<file path="src/rtl/gb_interrupt_controller_pkg.sv">
// Shared CPU-side definitions for the interrupt responder: source bit indices,
// bus addresses of IF/IE, and the state encodings of the IME and dispatch FSMs.
package gb_interrupt_controller_pkg;

  // Interrupt source bit positions (bit 0 is the highest priority).
  localparam int IRQ_VBLANK = 0;
  localparam int IRQ_STAT   = 1;
  localparam int IRQ_TIMER  = 2;
  localparam int IRQ_SERIAL = 3;
  localparam int IRQ_JOYPAD = 4;

  // Bus addresses decoded outside this block into i_Sel_IF / i_Sel_IE.
  localparam logic [15:0] ADDR_IF = 16'hFF0F;
  localparam logic [15:0] ADDR_IE = 16'hFFFF;

  // Master-enable sequencing: EI takes effect only after the next instruction.
  typedef enum logic [1:0] {
    IME_OFF  = 2'd0,
    IME_ARM1 = 2'd1,
    IME_ARM2 = 2'd2,
    IME_ON   = 2'd3
  } ime_state_e;

  // Dispatch sequencing between acknowledge and the fetch at the vector.
  typedef enum logic {
    DISP_IDLE   = 1'b0,
    DISP_ACTIVE = 1'b1
  } disp_state_e;

endpackage

</file>
<file path="src/rtl/gb_interrupt_controller_irq_priority_encoder.sv">
// Lowest-set-bit priority encoder: bit 0 wins. Shared with the HALT-bug logic.
module gb_interrupt_controller_irq_priority_encoder #(
  parameter int N     = 5,
  parameter int IDX_W = 3
) (
  input  logic [N-1:0]     pend,
  output logic             valid,
  output logic [IDX_W-1:0] index
);

  // Scan from the top down so the lowest set bit is the last one written.
  always_comb begin
    // NOTE: every output gets a default first so no path leaves it unassigned (no latch).
    valid = |pend;
    index = '0;
    for (int i = N - 1; i >= 0; i--) begin
      if (pend[i]) index = IDX_W'(i);
    end
  end

endmodule

</file>
<file path="src/rtl/gb_interrupt_controller.sv">
// Interrupt responder: IF/IE registers, IME master-enable with delayed EI,
// prioritised dispatch request and restart vector for the CPU control unit.
module gb_interrupt_controller
  import gb_interrupt_controller_pkg::*;
#(
  parameter int          NUM_IRQ       = 5,
  parameter logic [7:0]  VECTOR_BASE   = 8'h40,
  parameter int          VECTOR_STRIDE = 8
) (
  input  logic               i_Clk,
  input  logic               i_Rst_n,
  input  logic [NUM_IRQ-1:0] i_Irq,
  input  logic               i_Sel_IF,
  input  logic               i_Sel_IE,
  input  logic               i_Write,
  input  logic [7:0]         i_Data,
  output logic [7:0]         o_Data,
  input  logic               i_EI,
  input  logic               i_EI_Now,
  input  logic               i_DI,
  input  logic               i_Fetch,
  input  logic               i_Int_Ack,
  output logic               o_Int_Req,
  output logic [7:0]         o_Vector,
  output logic               o_Wake,
  output logic               o_IME
);

  localparam int IDX_W = (NUM_IRQ > 1) ? $clog2(NUM_IRQ) : 1;

  // Elaboration-time sanity checks on the parameter set.
  if (NUM_IRQ < 1 || NUM_IRQ > 8) begin : g_bad_num_irq
    $error("NUM_IRQ must be in 1..8");
  end
  if (int'(VECTOR_BASE) + (NUM_IRQ - 1) * VECTOR_STRIDE > 255) begin : g_bad_vector
    $error("highest restart vector does not fit in 8 bits");
  end

  logic [NUM_IRQ-1:0] if_q;
  logic [NUM_IRQ-1:0] if_d;
  logic [NUM_IRQ-1:0] pend;
  logic [7:0]         ie_q;
  logic [7:0]         vector_q;
  logic [7:0]         vec_calc;
  logic [7:0]         rd_if;
  ime_state_e         ime_q;
  disp_state_e        disp_q;
  logic               enc_valid;
  logic [IDX_W-1:0]   enc_index;
  logic               ack_take;

  assign pend     = ie_q[NUM_IRQ-1:0] & if_q;
  assign ack_take = i_Int_Ack && (disp_q == DISP_IDLE);
  assign vec_calc = 8'(32'(VECTOR_BASE) + 32'(enc_index) * 32'(VECTOR_STRIDE));

  gb_interrupt_controller_irq_priority_encoder #(
    .N     (NUM_IRQ),
    .IDX_W (IDX_W)
  ) u_prio (
    .pend  (pend),
    .valid (enc_valid),
    .index (enc_index)
  );

  // IF next value: hold < bus write < acknowledge clear < source set.
  always_comb begin
    if_d = if_q;
    if (i_Write && i_Sel_IF) if_d = i_Data[NUM_IRQ-1:0];
    if (ack_take && enc_valid) if_d[enc_index] = 1'b0;
    if_d = if_d | i_Irq;
  end

  // IF and IE storage.
  always_ff @(posedge i_Clk or negedge i_Rst_n) begin
    if (!i_Rst_n) begin
      if_q <= '0;
      ie_q <= '0;
    end else begin
      // NOTE: sequential state uses non-blocking assignments so all flops update together.
      if_q <= if_d;
      if (i_Write && i_Sel_IE) ie_q <= i_Data;
    end
  end

  // IME master-enable FSM: acknowledge and DI dominate, RETI enables at once, EI arms.
  always_ff @(posedge i_Clk or negedge i_Rst_n) begin
    if (!i_Rst_n) begin
      ime_q <= IME_OFF;
    end else if (i_Int_Ack || i_DI) begin
      ime_q <= IME_OFF;
    end else if (i_EI_Now) begin
      ime_q <= IME_ON;
    end else begin
      case (ime_q)
        IME_OFF:  if (i_EI)    ime_q <= IME_ARM1;
        IME_ARM1: if (i_Fetch) ime_q <= IME_ARM2;
        IME_ARM2: if (i_Fetch) ime_q <= IME_ON;
        default:  ;
      endcase
    end
  end

  // Dispatch FSM and restart vector, latched at acknowledge and held until the fetch.
  always_ff @(posedge i_Clk or negedge i_Rst_n) begin
    if (!i_Rst_n) begin
      disp_q   <= DISP_IDLE;
      vector_q <= 8'h00;
    end else if (ack_take) begin
      disp_q   <= DISP_ACTIVE;
      vector_q <= enc_valid ? vec_calc : 8'h00;
    end else if (disp_q == DISP_ACTIVE && i_Fetch) begin
      disp_q   <= DISP_IDLE;
    end
  end

  // Bus read mux; unimplemented IF bits read as 1.
  always_comb begin
    rd_if              = 8'hFF;
    rd_if[NUM_IRQ-1:0] = if_q;
    if (i_Sel_IF)      o_Data = rd_if;
    else if (i_Sel_IE) o_Data = ie_q;
    else               o_Data = 8'h00;
  end

  assign o_Int_Req = (ime_q == IME_ON) && (disp_q == DISP_IDLE) && enc_valid;
  assign o_Wake    = enc_valid;
  assign o_IME     = (ime_q == IME_ON);
  assign o_Vector  = vector_q;

endmodule

</file>
<file path="config.mk">
export PLATFORM = sky130hd
export DESIGN_NAME = gb_interrupt_controller
export DESIGN_NICKNAME = d
export VERILOG_FILES = /design/src/rtl/gb_interrupt_controller_pkg.sv /design/src/rtl/gb_interrupt_controller_irq_priority_encoder.sv /design/src/rtl/gb_interrupt_controller.sv
export SDC_FILE = /design/constraint.sdc
export NUM_CORES = 1
export LEC_CHECK = 0
export CAP_MARGIN = 20
export CORE_MARGIN = 5
export CORE_UTILIZATION = 48
export CTS_BUF_LIST = sky130_fd_sc_hd__clkbuf_2 sky130_fd_sc_hd__clkbuf_4 sky130_fd_sc_hd__clkbuf_8
export DETAILED_ROUTE_END_ITERATION = 7
export GPL_TIMING_DRIVEN = 0
export PLACE_DENSITY = 0.95
export SETUP_SLACK_MARGIN = 0.02
export SKIP_LAST_GASP = 1
export SLEW_MARGIN = 20
export SYNTH_ARGS = -nofsm -noshare
export SYNTH_HDL_FRONTEND = slang
export SYNTH_SLANG_ARGS = --single-unit
</file>
<file path="constraint.sdc">
create_clock -name i_Clk -period 4.15 [get_ports i_Clk]
set_clock_uncertainty 0.2 [all_clocks]
set_input_delay 0.83 -clock i_Clk [delete_from_list [all_inputs] [get_ports i_Clk]]
set_output_delay 0.83 -clock i_Clk [all_outputs]
set_load 0.005 [all_outputs]
</file>
==> Word level (Yosys, flattened, before mapping) <==
Index checks and enable logic that the tools add are counted.
{ "totals": {"regBits": 24, "output_inout_bits": 19, "inputBits": 23, "elab_cells": 53} }
{ "op_classes": {"n_reduce_logical": 14, "n_addsub": 1, "mux": 20, "bitwise_logic": 5, "magnitude_cmp": 2, "n_eq_ne": 6} }
{ "op_table": {"columns": ["op", "count"], "rows": [
  ["8-bit two-way mux", 3],
  ["3-bit two-way mux", 5],
  ["4-bit != test, second input constant", 3],
  ["5-bit AND", 2],
  ["2-bit two-way mux", 5],
  ["5-bit two-way mux", 2],
  ["7-bit by 6-bit adder with 8-bit output, first input constant", 1],
  ["1-bit logical AND", 8],
  ["2-bit one-hot mux with 3 select lines", 1],
  ["5-bit NOT", 1],
  ["5-bit OR", 1],
  ["5-bit nonzero test", 1],
  ["5-bit OR reduction", 1],
  ["2-bit equality test, second input constant", 2],
  ["3-bit by 4-bit < comparator with 1-bit output, second input constant", 1],
  ["4-bit AND reduction", 1],
  ["1-bit demux with 3-bit select", 1],
  ["3-bit by 1-bit greater-or-equal comparator with 1-bit output, second input constant", 1],
  ["1-bit two-way mux", 3],
  ["2-bit by 1-bit equality test with 1-bit output, second input constant", 1],
  ["2-bit logical NOT", 1],
  ["2-bit nonzero test", 1],
  ["1-bit logical OR", 1],
  ["1-bit NOT", 1]
]} }

==> Depth between registers and ports, before layout <==
Gate-level depths: netlist (run 1).
{ "logic_depth": {"depth_word": 14, "mapped_depth": 6, "depth_no_buf": 6} }

==> Cells and area by module <==
Synthesis (run 1) repeated with hierarchy kept, for this count alone.
{ "hier_totals": {"cells_unflattened": 115, "area_unflattened_um2": 1201.2} }
{ "by_module_without_submodules": {"columns": ["module", "cells_per_inst", "area_per_inst_um2", "instances", "seq_area_each_um2"], "rows": [
  ["gb_interrupt_controller", 107, 1152.4, 1, 500.5],
  ["gb_interrupt_controller_irq_priority_encoder", 8, 48.8, 1, 0.0]
]} }

==> Worst setup path before layout (run 1) <==
Ideal clock, no wire load.
{ "synth_timing": {"kind": "input to output", "startpoint": "in i_Sel_IF", "endpoint": "out o_Data[0]", "n_path_buf": 1, "arrival_ps": 1230, "cell_stages": 3, "t_required_ps": 3120, "path_slack_ps": 1890, "cell_sequence": "clkbuf_1 > nand2_1 > o21ai_0"} }
{ "synth_via": {"elab_chain_len": 1} }
{ "synth_lines": {"columns": ["element", "line", "text"], "rows": [
  ["from (decl)", "gb_interrupt_controller.sv:13", "input logic i_Sel_IF,"],
  ["8-bit two-way mux", "gb_interrupt_controller.sv:120", "if (i_Sel_IF) o_Data = rd_if;"],
  ["to (decl)", "gb_interrupt_controller.sv:17", "output logic [7:0] o_Data,"]
]} }
No other way between the ends.

==> Final worst setup path (run 1) <==
{ "layout_timing": {"startpoint": "in i_Sel_IF", "endpoint": "out o_Data[1]"} }
Same word-level chain as after synthesis.

==> summary.md, run 1 <==
| Metric | Value |
|---|---|
| Synthesized area per cell | 9.63 sq um |
| Endpoint class of the critical path | primary output |
| Post-synth top area cell | dfrtp_1 |
| Total core area | 2210 sq um |
| # DRC | 0 |
| Fin crit period | 3570 ps |
| Clk sink count | 20 |
| Vias | 986 |
| Die Y-Extent | 58.0 um |
| Final instance area | 1570 sq um |
| Setup CP Type | in2out |
| Die extent in x | 58.0 um |
| Placed cell area | 1510 sq um |
| Post-Syn Area | 1110 sq um |
| Critical R2R Launch | ime_q[1] |
| Filler instances | 183 |
| Skew-Pair Late Insertion Delay | 310 ps |
| Maxcap violations | 0 |
| Register area share after synthesis | 45.2% |
| Peak supply drop | 0.305 mV |
| Antenna Cells | 0 |
| Ranking of synthesized cells by area | dfrtp_1 45%, mux2_2 9.2%, nand2_1 6.4% |
| GPL Wtd Cong | 0.905 |
| Max Slew Vio Count | 0 |
| Placed Cells | 182 |
| Area delta synth->final | 41.5% |
| I/O Buffers | 36 |
| CP startpoint | i_Sel_IF |
| Fin. Hold Viols | 0 |
| Synthesized flop and latch total | 20 |
| Setup violators final | 0 |
| Synth Warn # | 0 |
| Initial core utilization | 50.1% |
| Layout cell share with drive strength beyond 1 | 13.3% |
| Largest net degree at the start of global routing | 21 |
| Post-route setup TNS | 0 ps |
| Nets | 187 |
| Initial antenna violation count | 0 |
| CP max FO | 10 |
| Measured slew at the worst slew-check pin | 876 ps |
| P per Cell Area | 351 nW/um^2 |
| DP Worst Slack | 605 ps |
| Final Cycle Share | 86.0% |
| 1st-iter DRT viols | 31 |
| CP startpoint kind | input pin |
| CTS buffer count | 3 |
| Highest Clock Rate | 280 MHz |
| Hold-fix buffers, CTS | 0 |
| CP arrival | 2540 ps |
| Library cells used by synthesis | 28 |
| Multi-input gate area | 564 sq um |
| Per-cell routed wire length | 14.8 um |
| Post_cts resized | 0 |
| Post-route worst setup slack | 582 ps |
| Worst hold path type | reg2reg |
| Min-delay src | o_Vector[3] |
| Post-CTS setup buffer count | 0 |
| Static Leakage | 0.743 nW |
| CTS Buffer Depth | 2 |
| All-Layer GR Usage | 18.7% |
| Post-synth top area share | 45.2% |
| Total power | 549 uW |
| Relative max-transition margin | 41.4% |
| # H-tree levels | 1 |
| Outcome | finished, final reports clean |
| CP Data Required Time | 3120 ps |
| # IOs | 42 |
| First-pass GRT wire length | 4.88 mm |
| Row Count | 17 |
| Vias in the first global route | 1053 |
| Drt first pass iters | 4 |
| Total global routing overflow | 0 |
| Sequential Area | 500 sq um |
| Cell count after synthesis | 115 |
| Detailed placement HPWL | 2.22 mm |
| Clock Pin Slew Worst Setup and Hold Paths | 120 ps |
| RSZ-0062 raised after global routing | false |
| CTS Root Cell | clkbuf_4 |
| Antenna viol nets, final | 0 |
| Final cell count without fillers | 186 |
| Total Wirelength | 2.76 mm |
| Die ar. | 3370 sq um |
| CTS tree | yes |
| Vias per inst | 5.30 |
==> per-layer routing <==
layer	vias up	global-route usage, %	wire length, um
met5	-	0	0
met4	0	4.30	30
met3	4	6.46	188
met2	35	32.6	1430
met1	472	22.2	1110
li1	475	-	-
==> worst max-delay path, cell delays in order <==
cell,delay (ps)
clkdlybuf4s50_1,580
clkbuf_1,370
nand2_1,100
o21ai_0,100
clkdlybuf4s50_1,550
==> synth_stat cells <==
library cell	count
or2_2	1
nand2_2	1
a21o_1	5
inv_1	3
a22oi_1	1
buf_2	1
inv_2	1
clkbuf_1	1
and3_1	2
mux2i_1	4
and2b_1	1
ha_1	5
nor2b_1	2
nor3_1	1
buf_4	4
dfrtp_1	20
and3b_1	1
nand3_1	2
nor2_1	6
a21oi_1	8
mux2_2	9
o21ai_0	9
a211oi_1	1
a22o_1	1
o21bai_1	4
nand2_1	19
conb_1	1
o22ai_1	1
==> sequential cells by signal, indices dropped and copies added, names as in the netlist <==
signal and cells:
ie_q 8, if_q 5, o_Vector 4, ime_q 2, disp_q 1
==> area by class of cell <==
type / count / area share, %
buffer: 6 / 2.48
clock buffer: 3 / 1.44
clock inverter: 1 / 1.92
inverter: 4 / 0.958
multi-input combinational: 88 / 36.0
sequential: 20 / 31.9
tap: 28 / 2.24
timing repair buffer: 36 / 23.0
==> power by group <==
group / leakage, nW / internal [mW] / total [mW] / switching, mW
clock network: 0.0279 / 0.0977 / 0.163 / 0.0651
registers: 0.230 / 0.221 / 0.241 / 0.0199
logic: 0.486 / 0.0852 / 0.146 / 0.0607
==> layout by cell type, fill, tap and decap left out, drive strengths merged <==
cell	synthesis	routed
and2b	1	1
o21bai	4	4
and3	2	2
mux2i	4	4
o22ai	1	1
buf	5	5
o21ai	9	9
nand2	20	20
nor3	1	1
a22o	1	1
nand3	2	2
mux2	9	9
clkbuf	1	4
or2	1	1
a21oi	8	8
a211oi	1	1
inv	4	4
bufinv	0	1
nor2b	2	2
a22oi	1	1
ha	5	5
a21o	5	5
nor2	6	6
conb	1	4
clkdlybuf4s50	0	36
dfrtp	20	20
and3b	1	1
==> per-stage QoR <==
step	hold slack, ps	util [%]
floorplan	273	-
global placement	263	68.4
detailed placement	272	68.4
CTS	299	70.8
global route	329	70.8
finish	295	70.8
==> worst paths after layout <==
check	end	slack, ps	depth (start not counted)
setup / recovery	o_Data[1]	580	5
hold / removal	o_Vector[3]	290	1
setup reg to reg	ime_q[0]	2360	6
hold reg to reg	o_Vector[3]	290	1
max in group asynchronous	if_q[4]	2410	1
min in group asynchronous	if_q[2]	800	1
==> cell families (layout without fill, tap and decap cells) <==
group           count (synthesis)  count (layout)  synth area share, %
simple gates                   36              36                 14.7
compound gates                 30              30                 16.5
flops                          20              20                 45.2
mux                            13              13                 12.8
buf+inv                        10              50                 4.86
fa+ha+maj                       5               5                 5.65
other cells                     1               4                0.339
Power figures use the tool's default switching activity.
==> inputs of run 2 (changes only) <==
--- a/config.mk
+++ b/config.mk
@@ -10,6 +10,7 @@
 export CORE_UTILIZATION = 48
 export CTS_BUF_LIST = sky130_fd_sc_hd__clkbuf_2 sky130_fd_sc_hd__clkbuf_4 sky130_fd_sc_hd__clkbuf_8
 export DETAILED_ROUTE_END_ITERATION = 7
+export GPL_ROUTABILITY_DRIVEN = 0
 export GPL_TIMING_DRIVEN = 0
 export PLACE_DENSITY = 0.95
 export SETUP_SLACK_MARGIN = 0.02
==> results of run 2 <==
Same layout as run 1: the final DEF is identical, and so are final timing and power.
